===== src/rtl/accel_tilt_prefilter.sv =====
// Per-axis boxcar (moving-average) prefilter for the x/y operands of the arctan tilt stage.
// Optional input offset correction with saturation is enabled by defining ACCEL_OFFSET_EN.
module accel_tilt_prefilter #(
  parameter int DATA_W     = 16,
  parameter int LOG2_DEPTH = 3
) (
  input  logic              clk,
  input  logic              rst,
  input  logic              clear,
  input  logic              in_valid,
  input  logic [DATA_W-1:0] ax,
  input  logic [DATA_W-1:0] ay,
`ifdef ACCEL_OFFSET_EN
  input  logic [DATA_W-1:0] off_x,
  input  logic [DATA_W-1:0] off_y,
`endif
  output logic [DATA_W-1:0] x,
  output logic [DATA_W-1:0] y,
  output logic              out_valid
);

  localparam int DEPTH = 1 << LOG2_DEPTH;
  localparam int SUM_W = DATA_W + LOG2_DEPTH;

  typedef enum logic {FILL = 1'b0, RUN = 1'b1} state_e;

  state_e state_q, state_d;

  logic                     flush;
  logic                     accept;
  logic [LOG2_DEPTH-1:0]    wr_ptr_q;
  logic signed [SUM_W-1:0]  sum_x_q, sum_y_q;
  logic signed [SUM_W-1:0]  sum_x_d, sum_y_d;
  logic signed [SUM_W-1:0]  avg_x, avg_y;
  logic signed [DATA_W-1:0] s_x, s_y;
  logic signed [DATA_W-1:0] old_x, old_y;
  logic signed [DATA_W-1:0] mem_x_q [DEPTH];
  logic signed [DATA_W-1:0] mem_y_q [DEPTH];
  logic [DATA_W-1:0]        x_q, y_q;
  logic                     out_valid_q, out_valid_d;

  assign flush  = rst | clear;
  assign accept = in_valid & ~flush;

`ifdef ACCEL_OFFSET_EN
  function automatic logic signed [DATA_W-1:0] sat_sub(input logic [DATA_W-1:0] a,
                                                       input logic [DATA_W-1:0] b);
    logic [DATA_W:0] d;
    d = {a[DATA_W-1], a} - {b[DATA_W-1], b};
    if (d[DATA_W] != d[DATA_W-1])
      return d[DATA_W] ? {1'b1, {(DATA_W-1){1'b0}}} : {1'b0, {(DATA_W-1){1'b1}}};
    return d[DATA_W-1:0];
  endfunction

  assign s_x = sat_sub(ax, off_x);
  assign s_y = sat_sub(ay, off_y);
`else
  assign s_x = ax;
  assign s_y = ay;
`endif

  // State register
  // NOTE: sequential state uses non-blocking (<=) so every flop samples pre-edge values.
  always_ff @(posedge clk) begin
    if (flush) state_q <= FILL;
    else       state_q <= state_d;
  end

  // Next-state logic: during FILL the write pointer doubles as the fill count.
  always_comb begin
    // NOTE: default assignment first so no path leaves state_d unassigned (no latch).
    state_d = state_q;
    if (in_valid && state_q == FILL && wr_ptr_q == LOG2_DEPTH'(DEPTH - 1))
      state_d = RUN;
  end

  // Output logic: samples leaving the window count as 0 until it has been filled once.
  always_comb begin
    old_x       = '0;
    old_y       = '0;
    out_valid_d = 1'b0;
    if (state_q == RUN) begin
      old_x = mem_x_q[wr_ptr_q];
      old_y = mem_y_q[wr_ptr_q];
    end
    if (in_valid && state_d == RUN)
      out_valid_d = 1'b1;
  end

  always_comb begin
    sum_x_d = sum_x_q + SUM_W'(s_x) - SUM_W'(old_x);
    sum_y_d = sum_y_q + SUM_W'(s_y) - SUM_W'(old_y);
    avg_x   = sum_x_d >>> LOG2_DEPTH;
    avg_y   = sum_y_d >>> LOG2_DEPTH;
  end

  always_ff @(posedge clk) begin
    if (flush) begin
      wr_ptr_q    <= '0;
      sum_x_q     <= '0;
      sum_y_q     <= '0;
      x_q         <= '0;
      y_q         <= '0;
      out_valid_q <= 1'b0;
    end else begin
      out_valid_q <= out_valid_d;
      if (accept) begin
        wr_ptr_q <= wr_ptr_q + 1'b1;
        sum_x_q  <= sum_x_d;
        sum_y_q  <= sum_y_d;
        x_q      <= avg_x[DATA_W-1:0];
        y_q      <= avg_y[DATA_W-1:0];
      end
    end
  end

  // NOTE: sample storage has no reset; FILL masks stale contents until overwritten.
  always_ff @(posedge clk) begin
    if (accept) begin
      mem_x_q[wr_ptr_q] <= s_x;
      mem_y_q[wr_ptr_q] <= s_y;
    end
  end

  assign x         = x_q;
  assign y         = y_q;
  assign out_valid = out_valid_q;

endmodule

===== config.mk =====
export PLATFORM = sky130hd
export DESIGN_NAME = accel_tilt_prefilter
export DESIGN_NICKNAME = d
export VERILOG_FILES = /design/src/rtl/accel_tilt_prefilter.sv
export SDC_FILE = /design/constraint.sdc
export NUM_CORES = 1
export LEC_CHECK = 0
export CAP_MARGIN = 10
export CORE_MARGIN = 2
export CORE_UTILIZATION = 40
export DETAILED_ROUTE_END_ITERATION = 12
export PLACE_DENSITY = 0.56
export SLEW_MARGIN = 25
export SYNTH_ARGS = -nofsm -noshare
export SYNTH_HDL_FRONTEND = slang
export SYNTH_SLANG_ARGS = --single-unit

===== constraint.sdc =====
create_clock -name clk -period 7.23 [get_ports clk]
set_input_delay 2.169 -clock clk [delete_from_list [all_inputs] [get_ports clk]]
set_output_delay 2.169 -clock clk [all_outputs]
set_load 0.01 [all_outputs]

==> Yosys cells after proc, flatten, opt, wreduce, memory -nomap -nowiden <==
Memories as Yosys holds them, arrays and structs flattened. A register that Yosys moved wholly into a read port is not among the register bits.
Index checks and enable logic that the tools add are counted.
{ "totals": {"reg_bits": 75, "latchBits": 0, "ram_bits": 256, "mem_bits_ro": 0, "wordCells": 32, "n_memories": 2} }
{ "classes": {"n_addsub": 5, "mul": 0, "n_div": 0, "order_cmp": 0, "eq_ne": 1, "n_shift": 0, "n_mux": 10, "n_bitwise": 4, "reduce_logical": 3} }
{ "mem_list": {"columns": ["memory", "depth", "width", "rd", "rd_ports_with_merged_regs", "write_ports", "line_no", "source"], "rows": [
  ["mem_x_q", 8, 16, 1, 1, 1, "37", "logic signed [DATA_W-1:0] mem_x_q [DEPTH];"],
  ["mem_y_q", 8, 16, 1, 1, 1, "38", "logic signed [DATA_W-1:0] mem_y_q [DEPTH];"]
]} }
{ "op_table": {"columns": ["op", "count"], "rows": [
  ["$add 19x16->19", 2],
  ["$sub 19x16->19", 2],
  ["$mux 16", 2],
  ["$mux 3", 4],
  ["$mux 1", 4],
  ["$add 3x1->3 const B", 1],
  ["$eq 3x3->1 const B", 1],
  ["$logic_and 1x1->1", 3],
  ["$not 1->1", 2],
  ["$and 1x1->1", 1],
  ["$or 1x1->1", 1]
]} }

==> Logic depth before layout (Yosys ltp) <==
Gate-level depths: netlist of the first run.
{ "logic_depth": {"ltp_word": 6, "ltp_mapped": 17, "ltp_nobuf": 14} }

==> Worst setup path before layout of the first run <==
Ideal clock, no wire load.
{ "synth_path": {"path_kind": "input port to flip-flop", "start": "input port clear", "end": "memory mem_x_q[0][0], enable pin", "setup_time_ns": 0.501, "arrival_ns": 5.677, "t_required_ns": 6.729, "setup_slack_ns": 1.052, "path_stages": 4, "n_path_buf": 1, "path_cell_list": "nor2_1 > nand2_1 > clkbuf_1 > nor4_1"} }
{ "synth_via": {"elab_chain_len": 5} }
{ "synth_rtl": {"columns": ["element", "line_no", "source"], "rows": [
  ["start, declared", "9", "input logic clear,"],
  ["$or 1x1->1", "42", "assign flush = rst | clear;"],
  ["$not 1->1", "43", "assign accept = in_valid & ~flush;"],
  ["$and 1x1->1", "43", null],
  ["$mux 1", "119", "if (accept) begin"],
  ["$mux 1 (not written as such)", "120", "mem_x_q[wr_ptr_q] <= s_x;"],
  ["end, declared", "37", null]
]} }
Every way passes these cells.

==> Worst setup path in the final report of the first run <==
{ "layout_path": {"start": "input port ax[11]", "end": "register sum_x_q[17]"} }
{ "layout_via": {"elab_chain_len": 2} }
{ "layout_rtl": {"columns": ["element", "line_no", "source"], "rows": [
  ["start, declared", "11", "input logic [DATA_W-1:0] ax,"],
  ["$add 19x16->19", "91", "sum_x_d = sum_x_q + SUM_W'(s_x) - SUM_W'(old_x);"],
  ["$sub 19x16->19", "91", null],
  ["end signal, assigned", "109", "sum_x_q <= sum_x_d;"],
  ["end, declared", "32", "logic signed [SUM_W-1:0] sum_x_q, sum_y_q;"]
]} }
Every way passes these cells.
A chain may end at the register's enable or synchronous reset.

==> flow_summary.json, run 1 <==
{
  "setup_viol": 0,
  "whs_path_depth": 2,
  "synthSimpleGateAreaFrac_pct": 5.74,
  "cts_made_buffers": 34,
  "worst_pin_slew_ps": 847,
  "post-place-ws_ps": 1790,
  "wire_per_inst_um": 20.3,
  "slowest_delay_ps": 680,
  "hold_end": "sum_x_q[11]",
  "synth-compound-area-share_pct": 5.95,
  "cp.required_ps": 7640,
  "grt_overflow": 0,
  "ant_nets": 0,
  "finalMaxSlewViolations": 0,
  "cts_resized": 0,
  "antenna_found_initial": 1,
  "start_util_pct": 40.4,
  "grt_max_degree": 45,
  "final_common_cell": "edfxtp_1",
  "yosysUniqueCellTypes": 59,
  "r2r_cells": 13,
  "cts_max_level": 2,
  "synth_xor_xnor_area_share_pct": 1.43,
  "root_buffer": "clkbuf_16",
  "multi_input_area_mm2": 0.00520,
  "maxCapViolCount": 0,
  "dr.pass1.iters": 5,
  "remaining_drc_errors": 0,
  "avgSynthCellArea_um2": 14.3,
  "seq_area_mm2": 0.00862,
  "num_io_pins": 69,
  "synth_flop_cell": "edfxtp_1",
  "ys_seq_area_share_pct": 58.5,
  "wl_met2_um": 15100,
  "worstPathMaxFanout": 9,
  "status": "finished clean",
  "routed.top_layer": "met4",
  "synthMuxAreaShare_pct": 13.4,
  "syn-cell-area_mm2": 0.0147,
  "fin_skew_ps": 16.1,
  "worst_slack_ps": 2310,
  "async_reset_ff_share_pct": 0,
  "timing.rr.end": "sum_x_q[17]",
  "die_w_um": 196,
  "routed_wl_um": 31900,
  "dp_hpwl_um": 20700,
  "regToRegSetupSlack_ps": 2630,
  "yosys-top-cells-area": "edfxtp_1 52%, mux4_2 9.8%, dfxtp_1 6.3%",
  "numPortBuffers": 68,
  "die_y_um": 196,
  "core_mm2": 0.0364,
  "clkLatencyLatePin_ps": 510,
  "die_area_mm2": 0.0383,
  "fillers": 3167,
  "cp_top_family": "adder cells",
  "via_count": 8145,
  "ctsHoldBuffers": 0,
  "synth_fa_ha_area_share_pct": 8.47,
  "synth_fp_nets": 1140,
  "post_cts.repair.setup_buffers": 0,
  "syn_inst": 1026,
  "drtIter0Drc": 547,
  "synth_edf_count": 256,
  "hold_path.class": "flop to flop",
  "cp_cell_sequence": "clkdlybuf4s50_1, inv_1, fa_1, inv_1, ha_1, and3_4, nand3_1, o31ai_1, nand4_1, mux2i_1, a311o_1",
  "rsz0062_at_grt": "no",
  "drive_gt1_share_pct": 15.9,
  "ys_warn_count": 0,
  "cts_sinks": 302,
  "gp_congestion": 0.852,
  "arrival_ps": 5330,
  "first_global_vias": 8383,
  "critical-path-slowest-cell": "clkdlybuf4s50_1",
  "endpoint_kind": "flop",
  "vdd_ir_drop_max_v": 0.000124,
  "finalNetCount": 1193,
  "crit_top_cell": "inv_1",
  "cts_tree": "done",
  "power.density_mw_per_mm2": 265,
  "via_per_inst": 5.18,
  "worst-path-buf-inv": 3,
  "hold_viol": 0,
  "leakage_uw": 0.00606,
  "row_count": 70,
  "start_kind": "input pin",
  "clockBufferDepth": 3,
  "worstSetupPathType": "input pin to flop",
  "layout_common_cells": "256 x edfxtp_1, 133 x inv_1, 67 x clkdlybuf4s50_1",
  "grt_pass1_wl_um": 49900,
  "grtUsageTotal_pct": 17.2,
  "relSlewSlack_pct": 43.4,
  "final.setup.tns_ps": 0,
  "wl_met3_um": 1290,
  "layout_worst_path_cycle_share_pct": 68.1,
  "yosys.area.top_type": "edfxtp_1",
  "finalCriticalPeriod_ps": 4920,
  "hp-start": "sum_x_q[11]",
  "area_delta_synth_final_pct": 15.8,
  "clk_pin_slew_ps": 70,
  "synth_top_cell_area_share_pct": 52.2,
  "ys_ff_latch": 302,
  "synth_top_family_by_area": "multiplexers",
  "wl_met1_um": 14900,
  "clock.fmax_mhz": 203
}
[worst min-delay path: stages, from the launching register on]
cell and delay (ps):
dfxtp_1 320, nand2_1 60, a21oi_1 50
[worst max-delay path by stage]
stage / start / to / cells past startpoint
floorplan: clear / mem_x_q[0][0] / 4
global placement: ax[1] / sum_x_q[18] / 12
detailed placement: ax[6] / sum_x_q[17] / 11
CTS: ax[6] / sum_x_q[17] / 11
global route: ax[6] / sum_x_q[15] / 11
finish: ax[11] / sum_x_q[17] / 11
[per-layer routing]
metal	up-vias	track usage (%)
li1	3837	-
met1	4115	23.9
met2	154	28.2
met3	39	2.63
met4	0	4.77
met5	-	0
[registers in the layout (all words and copies together) (netlist names), named ones only]
| signal | flops |
|---|---|
| mem_y_q | 128 |
| sum_x_q | 19 |
| state_q | 1 |
| mem_x_q | 128 |
| out_valid | 1 |
| sum_y_q | 19 |
| wr_ptr_q | 3 |
[stage by stage]
stage	power, uW	hold WS, ps	std cells	instance area (um^2)	util, %
after detailed placement	2600	469	1511	15800	43.2
after global placement	2600	461	1511	15800	43.2
after floorplan	2440	441	1026	14700	-
final	4510	475	1573	17000	46.7
after CTS	4550	477	1572	17000	46.7
after global routing	4710	500	1572	17000	46.7
[cell usage after synthesis (all sizes together) (2+ instances only)]
library cell and instances:
edfxtp 256, inv 133, mux4 64, nor2 55, buf 54, mux2i 49, dfxtp 46, ha 42
fa 36, nand2 31, a21oi 29, nor2b 28, a21o 23, o21ai 22, clkbuf 20, xnor2 17
nand3 13, nor3 12, a211oi 10, nand4 10, a31oi 7, and3 7, xor2 7, o21a 5
o31ai 5, mux2 4, nand2b 3, o211ai 3, o21bai 3, o22ai 3, or3 3, or4 3
a2111o 2, a221o 2, a31o 2, a41oi 2, nor4 2, or2 2
[kinds of logic after synthesis]
family          count (synthesis)
mux                           117
simple gates                  172
flops                         302
compound gates                126
xor+xnor                       24
fa+ha+maj                      78
buf+inv                       207
[layout make-up]
class	instances	share of cell area, %
Sequential cell	302	50.6
Inverter	133	2.93
Clock inverter	15	1.83
Antenna cell	1	0.0147
Tap cell	468	3.44
Timing Repair Buffer	91	4.98
Clock buffer	46	5.68
Multi-Input combinational cell	517	30.5
[power by group]
group          switching (uW)  leakage (uW)  total, uW  internal (uW)
Combinational             345       0.00276        623            278
Clock                     685      0.000616       1950           1260
Sequential               28.8       0.00268       1940           1910
No activity file was read; power rests on OpenSTA's default activity.
==> inputs of run 2 (changes only) <==
Settings changed: PLACE_DENSITY 0.56 to 0.58.
Clock period 7.23 ns to 4.1 ns, I/O delays scaled along.
==> run 2 against run 1 <==
Clock-buffer cell count shrank 5; combinational power grew 120%; clock power grew 50%; sequential cell count is the same; global-route usage grew 0.58 points; total power grew 71%; sequential power grew 76%; clock skew is essentially flat; cell count grew 7.8%; sequential share of layout area shrank 2.5 points; first-iteration DRC count shrank 12%; critical path type is now flop to flop.
==> flow_summary.json, run 2 (synthesis results as in run 1) <==
{
  "seq_area_mm2": 0.00861,
  "rsz0062_at_grt": "no",
  "first_global_vias": 8856,
  "grt_overflow": 0,
  "vdd_ir_drop_max_v": 0.000227,
  "maxCapViolCount": 0,
  "wire_per_inst_um": 19.7,
  "drive_gt1_share_pct": 23.9,
  "finalMaxSlewViolations": 0,
  "leakage_uw": 0.00661,
  "multi_input_area_mm2": 0.00523,
  "status": "finished clean",
  "hold_path.class": "flop to flop",
  "worst_slack_ps": 286,
  "start_util_pct": 40.4,
  "core_mm2": 0.0364,
  "hold_viol": 0,
  "top_regs": "mem_x_q (128), mem_y_q (128)",
  "power.density_mw_per_mm2": 431,
  "clkLatencyLatePin_ps": 520,
  "finalNetCount": 1316,
  "grt_pass1_wl_um": 51700,
  "finalCriticalPeriod_ps": 3810,
  "die_area_mm2": 0.0383,
  "die_y_um": 196,
  "routed_wl_um": 33400,
  "cp.required_ps": 4550,
  "dr.pass1.iters": 4,
  "n_antenna_cell": 0,
  "num_io_pins": 69,
  "via_count": 8626,
  "critical-path-slowest-cell": "fa_1",
  "regToRegSetupSlack_ps": 290,
  "fin_skew_ps": 15.8,
  "start_kind": "flop",
  "via_per_inst": 5.09,
  "grt_max_degree": 45,
  "power.total_uw": 7720,
  "die_w_um": 196,
  "root_buffer": "clkbuf_16",
  "drtIter0Drc": 484,
  "cts_max_level": 2,
  "relSlewSlack_pct": 59.9,
  "grtUsageTotal_pct": 17.7,
  "whs_ps": 474,
  "ctsHoldBuffers": 0,
  "arrival_ps": 4260,
  "layout_common_cells": "256 x edfxtp_1, 136 x buf_4, 133 x inv_1",
  "whs_path_depth": 2,
  "dpl_cell_area_mm2": 0.0167,
  "gp_congestion": 0.845,
  "post-place-ws_ps": -321,
  "final_area_mm2": 0.0179,
  "slowest_delay_ps": 490,
  "final.setup.tns_ps": 0,
  "clockBufferDepth": 3,
  "area_delta_synth_final_pct": 21.7,
  "cp_cell_sequence": "buf_12, buf_4, mux4_2, mux2_2, nand2_1, inv_1, fa_1, inv_1, ha_1, a21o_1, a21o_1, a211oi_2, a21oi_1, or4_1, a21oi_1",
  "dp_hpwl_um": 22400,
  "layout_worst_path_cycle_share_pct": 93.0,
  "remaining_drc_errors": 0,
  "worstPathMaxFanout": 9,
  "endpoint_kind": "flop",
  "fillers": 3193,
  "clock.fmax_mhz": 262,
  "cts_sinks": 302,
  "ant_nets": 0,
  "numPortBuffers": 68,
  "cts_tree": "done",
  "cts_made_buffers": 34,
  "worstSetupPathType": "flop to flop",
  "r2r_cells": 15,
  "antenna_found_initial": 0,
  "row_count": 70,
  "clk_pin_slew_ps": 60,
  "setup_viol": 0,
  "worst_pin_slew_ps": 602,
  "final_common_cell": "edfxtp_1"
}
run 2: changes by cell type in the layout (fill, tap and decap cells not counted), moves of 3 or more:
| cell | delta |
|---|---|
| clkinv_1 | +7 |
| bufinv_16 | -6 |
| buf_4 | +113 |
| clkbuf_8 | -5 |
| clkinv_2 | +3 |
| buf_12 | +8 |
run 2: per-stage QoR:
step | instances | utilization, %
after floorplan | 1026 | -
after global placement | 1623 | 45.9
after detailed placement | 1623 | 45.9
after CTS | 1684 | 48.8
after global routing | 1695 | 49.2
final | 1695 | 49.2
run 2: routing by layer:
layer | GRT usage [%] | vias up | part of all wire, %
li1 | - | 4085 | -
met1 | 25.2 | 4310 | 47
met2 | 28.8 | 187 | 47
met3 | 2.63 | 44 | 4.2
met4 | 4.63 | 0 | 2.0
met5 | 0 | - | 0
run 2: worst max-delay path: cells and delay by family, from the launching register on:
family                     cells  cell delay (ps)
AOI/OAI and AO/OA              5              830
adders and majority gates      2              800
muxes                          2              750
and+or+nand+nor                2              560
DFF                            1              400
buffers and inverters          4              400
run 2: worst paths after layout:
check,start,to
max,flop,sum_x_q[18]
min,sum_x_q[11],sum_x_q[11]
max reg2reg,flop,sum_x_q[18]
min reg2reg,sum_x_q[11],sum_x_q[11]
run 2: cell type report:
type / instances / share of cell area (%)
Sequential cell: 302 / 48.1
Tap cell: 468 / 3.27
Clock inverter: 20 / 1.06
Timing Repair Buffer: 214 / 10.7
Inverter: 133 / 2.79
Clock buffer: 41 / 4.90
Multi-Input combinational cell: 517 / 29.2
run 2: where the power goes:
| group | switching, uW | internal, uW | leakage [uW] |
|---|---|---|---|
| registers | 42.6 | 3380 | 0.00268 |
| logic | 679 | 695 | 0.00341 |
| clock network | 1200 | 1720 | 0.000518 |
| total | 1920 | 5800 | 0.00661 |
run 2: what timing repair did:
action / 4_1_cts / 5_1_grt
resized for setup: 0 / 6
setup endpoints to repair: 0 / 4
hold endpoints to repair: 0 / 0
setup buffers: 0 / 10
==> edit 1, RTL diff (config.mk and constraints of run 1) <==
Change the parameter `LOG2_DEPTH` from 3 to 4.
--- a/src/rtl/accel_tilt_prefilter.sv
+++ b/src/rtl/accel_tilt_prefilter.sv
@@ -3,5 +3,5 @@
 module accel_tilt_prefilter #(
   parameter int DATA_W     = 16,
-  parameter int LOG2_DEPTH = 3
+  parameter int LOG2_DEPTH = 4
 ) (
   input  logic              clk,
Behaviour: not the same (a bounded check fails within 4 cycles, from zero or initial values).
==> edit 1 against run 1 <==
- sequential cell count up 260
- clock skew is 0.015 ns higher
- routed wire length up 87%
- first-iteration DRC count up 110%
- total power rose by 67%
- utilization fell by 0.35 points
- via count increased by 59%
- synthesized area is 69% higher
- setup slack got worse by 0.42 ns
- register-to-register slack lost 0.59 ns
- cell area is 68% higher
- sequential share of layout area up 6.8 points
- count of clock-buffer cells in the layout grew 20
- largest cell class unchanged
==> edit 1: results (changes against run 1) <==
| Metric | Value |
|---|---|
| Status | finished, final reports clean |
| Sequential share of the synthesized area | 0.660 (+0.0747) |
| Non-filler cells, final | 2356 (+50%) |
| Num CTS Buffers | 58 (+71%) |
| Placed Cells | 2246 (+49%) |
| Post-CTS sizing | 0 (unchanged) |
| CTS H-tree depth | 2 (unchanged) |
| Detailed Place HPWL | 35.1 mm (+69%) |
| WP data arrival | 5.83 ns (+0.50 ns) |
| Placed Area | 0.0265 mm2 (+68%) |
| Largest net degree at the start of global routing | 56 (+24%) |
| Post-synth EDFFs | 512 (+100%) |
| Via count | 12948 (+59%) |
| Clk Tree Root Cell | clkbuf_16 |
| Max-Slew Margin vs Limit | 0.346 (-0.0881) |
| Fraction of registers with async set/reset | 0 (unchanged) |
| CP peak stage delay | 0.81 ns (+0.13 ns) |
| Iteration-0 DRC Markers | 1128 (+110%) |
| First-pass GRT wire length | 88.4 mm (+77%) |
| Skew final | 0.0306 ns (+0.0145 ns) |
| Top cells by count, synth | 512 x edfxtp_1, 156 x mux4_2, 154 x inv_1 |
| Drt wl/cell | 25.2 um (+25%) |
| CP delay by family, top | compound AO/OA/AOI/OAI gates |
| Fillers | 5223 (+65%) |
| Clock transition at path regs | 0.07 ns (about the same) |
| Placer congestion estimate | 0.828 (-2.9%) |
| GRT Resource Usage Total | 0.190 (+0.0185) |
| Initial antenna violation count | 2 (+1) |
| Syn avg cell area | 17.3 um2 (+20%) |
| ANT cells | 0 (-1) |
| Peak VDD IR | 0.172 mV (+39%) |
| Max FO, Critical Path | 17 (+8) |
| Clock Latency Late Sink | 0.63 ns (+0.12 ns) |
| LEAKAGE | 9.50 nW (+57%) |
| Share of cells above drive strength 1 | 0.208 (+0.0490) |
| Unique masters post-synth | 67 (+14%) |
| Synth area leaders | edfxtp_1 62%, mux4_2 14%, dfxtp_1 4.0% |
| Nets | 1636 (+37%) |
| Top flop regs | mem_x_q: 256 flops, mem_y_q: 256 flops |
| # Post-CTS Setup Buffers | 0 (unchanged) |
| IO Port Bufs | 68 (unchanged) |
| Synth Net Count | 1558 (+37%) |
==> edit 1: changes by cell type after synthesis, moves of 8 or more <==
cell / run 1 / this run
edfxtp_1: 256 / 512
mux4_2: 64 / 156
and2_1: 1 / 33
mux2i_1: 49 / 19
nor2b_1: 28 / 3
inv_1: 133 / 154
o21ai_0: 17 / 29
clkbuf_1: 20 / 30
a21oi_1: 25 / 33
buf_4: 34 / 42
==> edit 1: final timing paths <==
check / from / end / slack [ns] / depth (start not counted)
worst max-delay path: ay[2] / sum_y_q[18] / 1.89 / 12
worst min register to register: sum_x_q[17] / sum_x_q[17] / 0.49 / 2
worst min-delay path: sum_x_q[17] / sum_x_q[17] / 0.49 / 2
worst max register to register: flop / sum_y_q[18] / 2.04 / 15
==> edit 1: worst register-to-register path: cells and delay by family (launching register included) <==
kind	cells	cell delay (ns)
AOI/OAI and AO/OA	6	1.26
adders and majority gates	3	1.08
buffers and inverters	2	0.46
DFF	1	0.64
muxes	2	1.09
and+or+nand+nor	2	0.57
==> edit 1: cell families after synthesis <==
logic type | Yosys count | synth area share
AO/OA/AOI/OAI | 139 | 0.0388
flip-flops | 562 | 0.660
AND/OR/NAND/NOR | 204 | 0.0414
adder cells (fa/ha/maj) | 84 | 0.0538
buffers and inverters | 244 | 0.0447
XOR/XNOR | 25 | 0.00882
multiplexers | 180 | 0.153
==> edit 1: metrics by stage <==
step | hold slack, ns | power (mW) | worst slack, ns
2_1_floorplan | 0.445 | 4.18 | 1.73
3_3_place_gp | 0.469 | 4.39 | 1.33
3_5_place_dp | 0.480 | 4.40 | 1.26
4_1_cts | 0.493 | 7.60 | 1.90
5_1_grt | 0.522 | 7.80 | 1.61
6_report | 0.488 | 7.53 | 1.89
==> edit 1: final cells by class <==
| class | count | area, um2 | share of cell area |
|---|---|---|---|
| Sequential cell | 562 | 16400 | 0.574 |
| Multi-Input combinational cell | 632 | 7450 | 0.261 |
| Clock buffer | 66 | 1530 | 0.0538 |
| Timing Repair Buffer | 107 | 1060 | 0.0370 |
| Tap cell | 790 | 988 | 0.0346 |
| Inverter | 155 | 582 | 0.0204 |
| Clock inverter | 44 | 536 | 0.0188 |
==> edit 1: per-layer routing <==
metal	wire length (um)	GRT usage	share of wire	vias up
li1	-	-	-	5675
met1	27500	0.281	0.46	6837
met2	27800	0.298	0.47	359
met3	3080	0.0254	0.052	73
met4	1060	0.0504	0.018	4
met5	28	0	0.00047	-
==> edit 1: power breakdown <==
part	leakage (nW)	internal (mW)	switching [mW]
combinational	3.48	0.313	0.413
sequential	5.02	3.57	0.0288
clock	0.999	1.92	1.29
==> edit 2, RTL diff (config.mk and constraints of run 1) <==
Without the edit above. Put one more register stage on the output `y`. The value now appears one clock later. The other outputs are not delayed to match.
--- a/src/rtl/accel_tilt_prefilter.sv
+++ b/src/rtl/accel_tilt_prefilter.sv
@@ -124,5 +124,7 @@
 
   assign x         = x_q;
-  assign y         = y_q;
+  always_ff @(posedge clk) begin
+    y <= y_q;
+  end
   assign out_valid = out_valid_q;
 
Behaviour: not the same (a bounded check fails within 4 cycles, from zero or initial values).
==> edit 2 against run 1 <==
- total power down 0.23%
- cell area up 2.1%
- clock skew up 0.0063 ns
- maximum frequency down 3.3%
- routed wire length up 3.5%
- setup slack worse by 0.17 ns
- utilization up 0.51 points
- synthesized area up 2.0%
- register-to-register slack worse by 0.07 ns
- sequential cell count up 16
- global-route usage up 0.59 points
- critical endpoint is now sum_x_q[18]
- largest power group is now registers
==> edit 2: results (changes against run 1) <==
| Metric | Value |
|---|---|
| LEAKAGE | 6.11 nW (+0.88%) |
| Placed Cells | 1545 (+2.3%) |
| Critical R2R Capture | sum_x_q[18] |
| First-pass GRT wire length | 52.2 mm (+4.7%) |
| Worst R2R Path Depth | 14 (+1) |
| Via count | 8411 (+3.3%) |
| Vias in the first global route | 8757 (+4.5%) |
| Fmax | 0.196 GHz (-3.3%) |
| Placed Area | 0.0162 mm2 (+2.9%) |
| Max Buffers Root-to-Sink | 3 (unchanged) |
| ANT cells | 0 (-1) |
| Xor/xnor share of the synthesized area | 0.0146 (+0.000301) |
| Skew final | 0.0224 ns (+0.00630 ns) |
| Post-CTS sizing | 0 (unchanged) |
| Syn avg cell area | 14.4 um2 (+0.26%) |
| Iteration-0 DRC Markers | 588 (+7.5%) |
| Max-Slew Margin vs Limit | 0.387 (-0.0478) |
| Routed vias/inst | 5.22 (+0.89%) |
| Adder-Cell Fraction of Synth Area | 0.0830 (-0.00167) |
| Top cells by count, synth | 256 x edfxtp_1, 137 x inv_1, 64 x mux4_2 |
| Share of cells above drive strength 1 | 0.146 (-0.0123) |
| Status | finished, final reports clean |
| Final core utilization | 0.473 (+0.00507) |
| Largest net degree at the start of global routing | 69 (+53%) |
| Unique masters post-synth | 64 (+8.5%) |
| CP peak stage delay | 0.66 ns (-0.02 ns) |
| Area fraction in compound gates after synthesis | 0.0532 (-0.00634) |
| Synth area leaders | edfxtp_1 51%, mux4_2 9.6%, dfxtp_1 8.3% |
| Drt wl/cell | 20.5 um (+1.1%) |
| Net switching power | 1.13 mW (+6.8%) |
| Pre-CTS WS | 1.61 ns (-0.176 ns) |
| Placer congestion estimate | 0.839 (-1.6%) |
| Fillers | 3304 (+4.3%) |
| Sequential power | 2.04 mW (+5%) |
| Hold path cells | 0 (-2) |
| FF-to-FF setup slack | 2.56 ns (-0.07 ns) |
| Crit. Startpoint | ax[6] |
| Hold Crit Start | sum_y_q[10] |
| Synth Net Count | 1158 (+1.6%) |
| Mux share of post-synthesis cell area | 0.136 (+0.00151) |
| GRT Resource Usage Total | 0.177 (+0.00586) |
| Comb pwr | 0.636 mW (+2%) |
| Ys flop type | edfxtp_1 |
| Sequential share of the synthesized area | 0.595 (+0.00978) |
| Initial antenna violation count | 2 (+1) |
| Clock Latency Late Sink | 0.54 ns (+0.03 ns) |
| Most used cell, CP | inv_1 |
| Detailed Place HPWL | 20.6 mm (-0.69%) |
| Seq pwr share | 0.453 (+0.022) |
| Peak VDD IR | 0.129 mV (+4.5%) |
| Top flop regs | mem_x_q: 128 flops, mem_y_q: 128 flops |
| Num CTS Buffers | 36 (+5.9%) |
## edit 2: cell count changes after synthesis, sizes merged, moves of 4 or more
cell	delta
o311ai	+5
nor3b	+6
inv	+4
nand4	-5
nor4b	+5
mux2i	+4
buf	-23
a21o	-13
dfxtp	+16
nor2	+6
clkbuf	+4
## edit 2: final cells by class
type                            count  area share
Sequential cell                   318       0.514
Clock inverter                     20      0.0136
Timing Repair Buffer               88      0.0482
Multi-Input combinational cell    534       0.306
Clock buffer                       45      0.0543
Tap cell                          468      0.0337
Inverter                          137      0.0296
## edit 2: worst min-delay path by stage
stage,end,slack (ns)
after floorplan,y[0],0.33
after global placement,y[7],0.37
after detailed placement,y[7],0.37
after CTS,y[7],0.37
after global routing,y[7],0.38
final,y[7],0.37
## edit 2: layer usage
layer  wire, um  vias to the layer above  share of wire  global-route usage
li1           -                     3951              -                   -
met1      16000                     4228           0.48               0.261
met2      14700                      182           0.45               0.273
met3       1640                       48          0.050              0.0312
met4        605                        2          0.018              0.0465
met5         13                        -        0.00039                   0
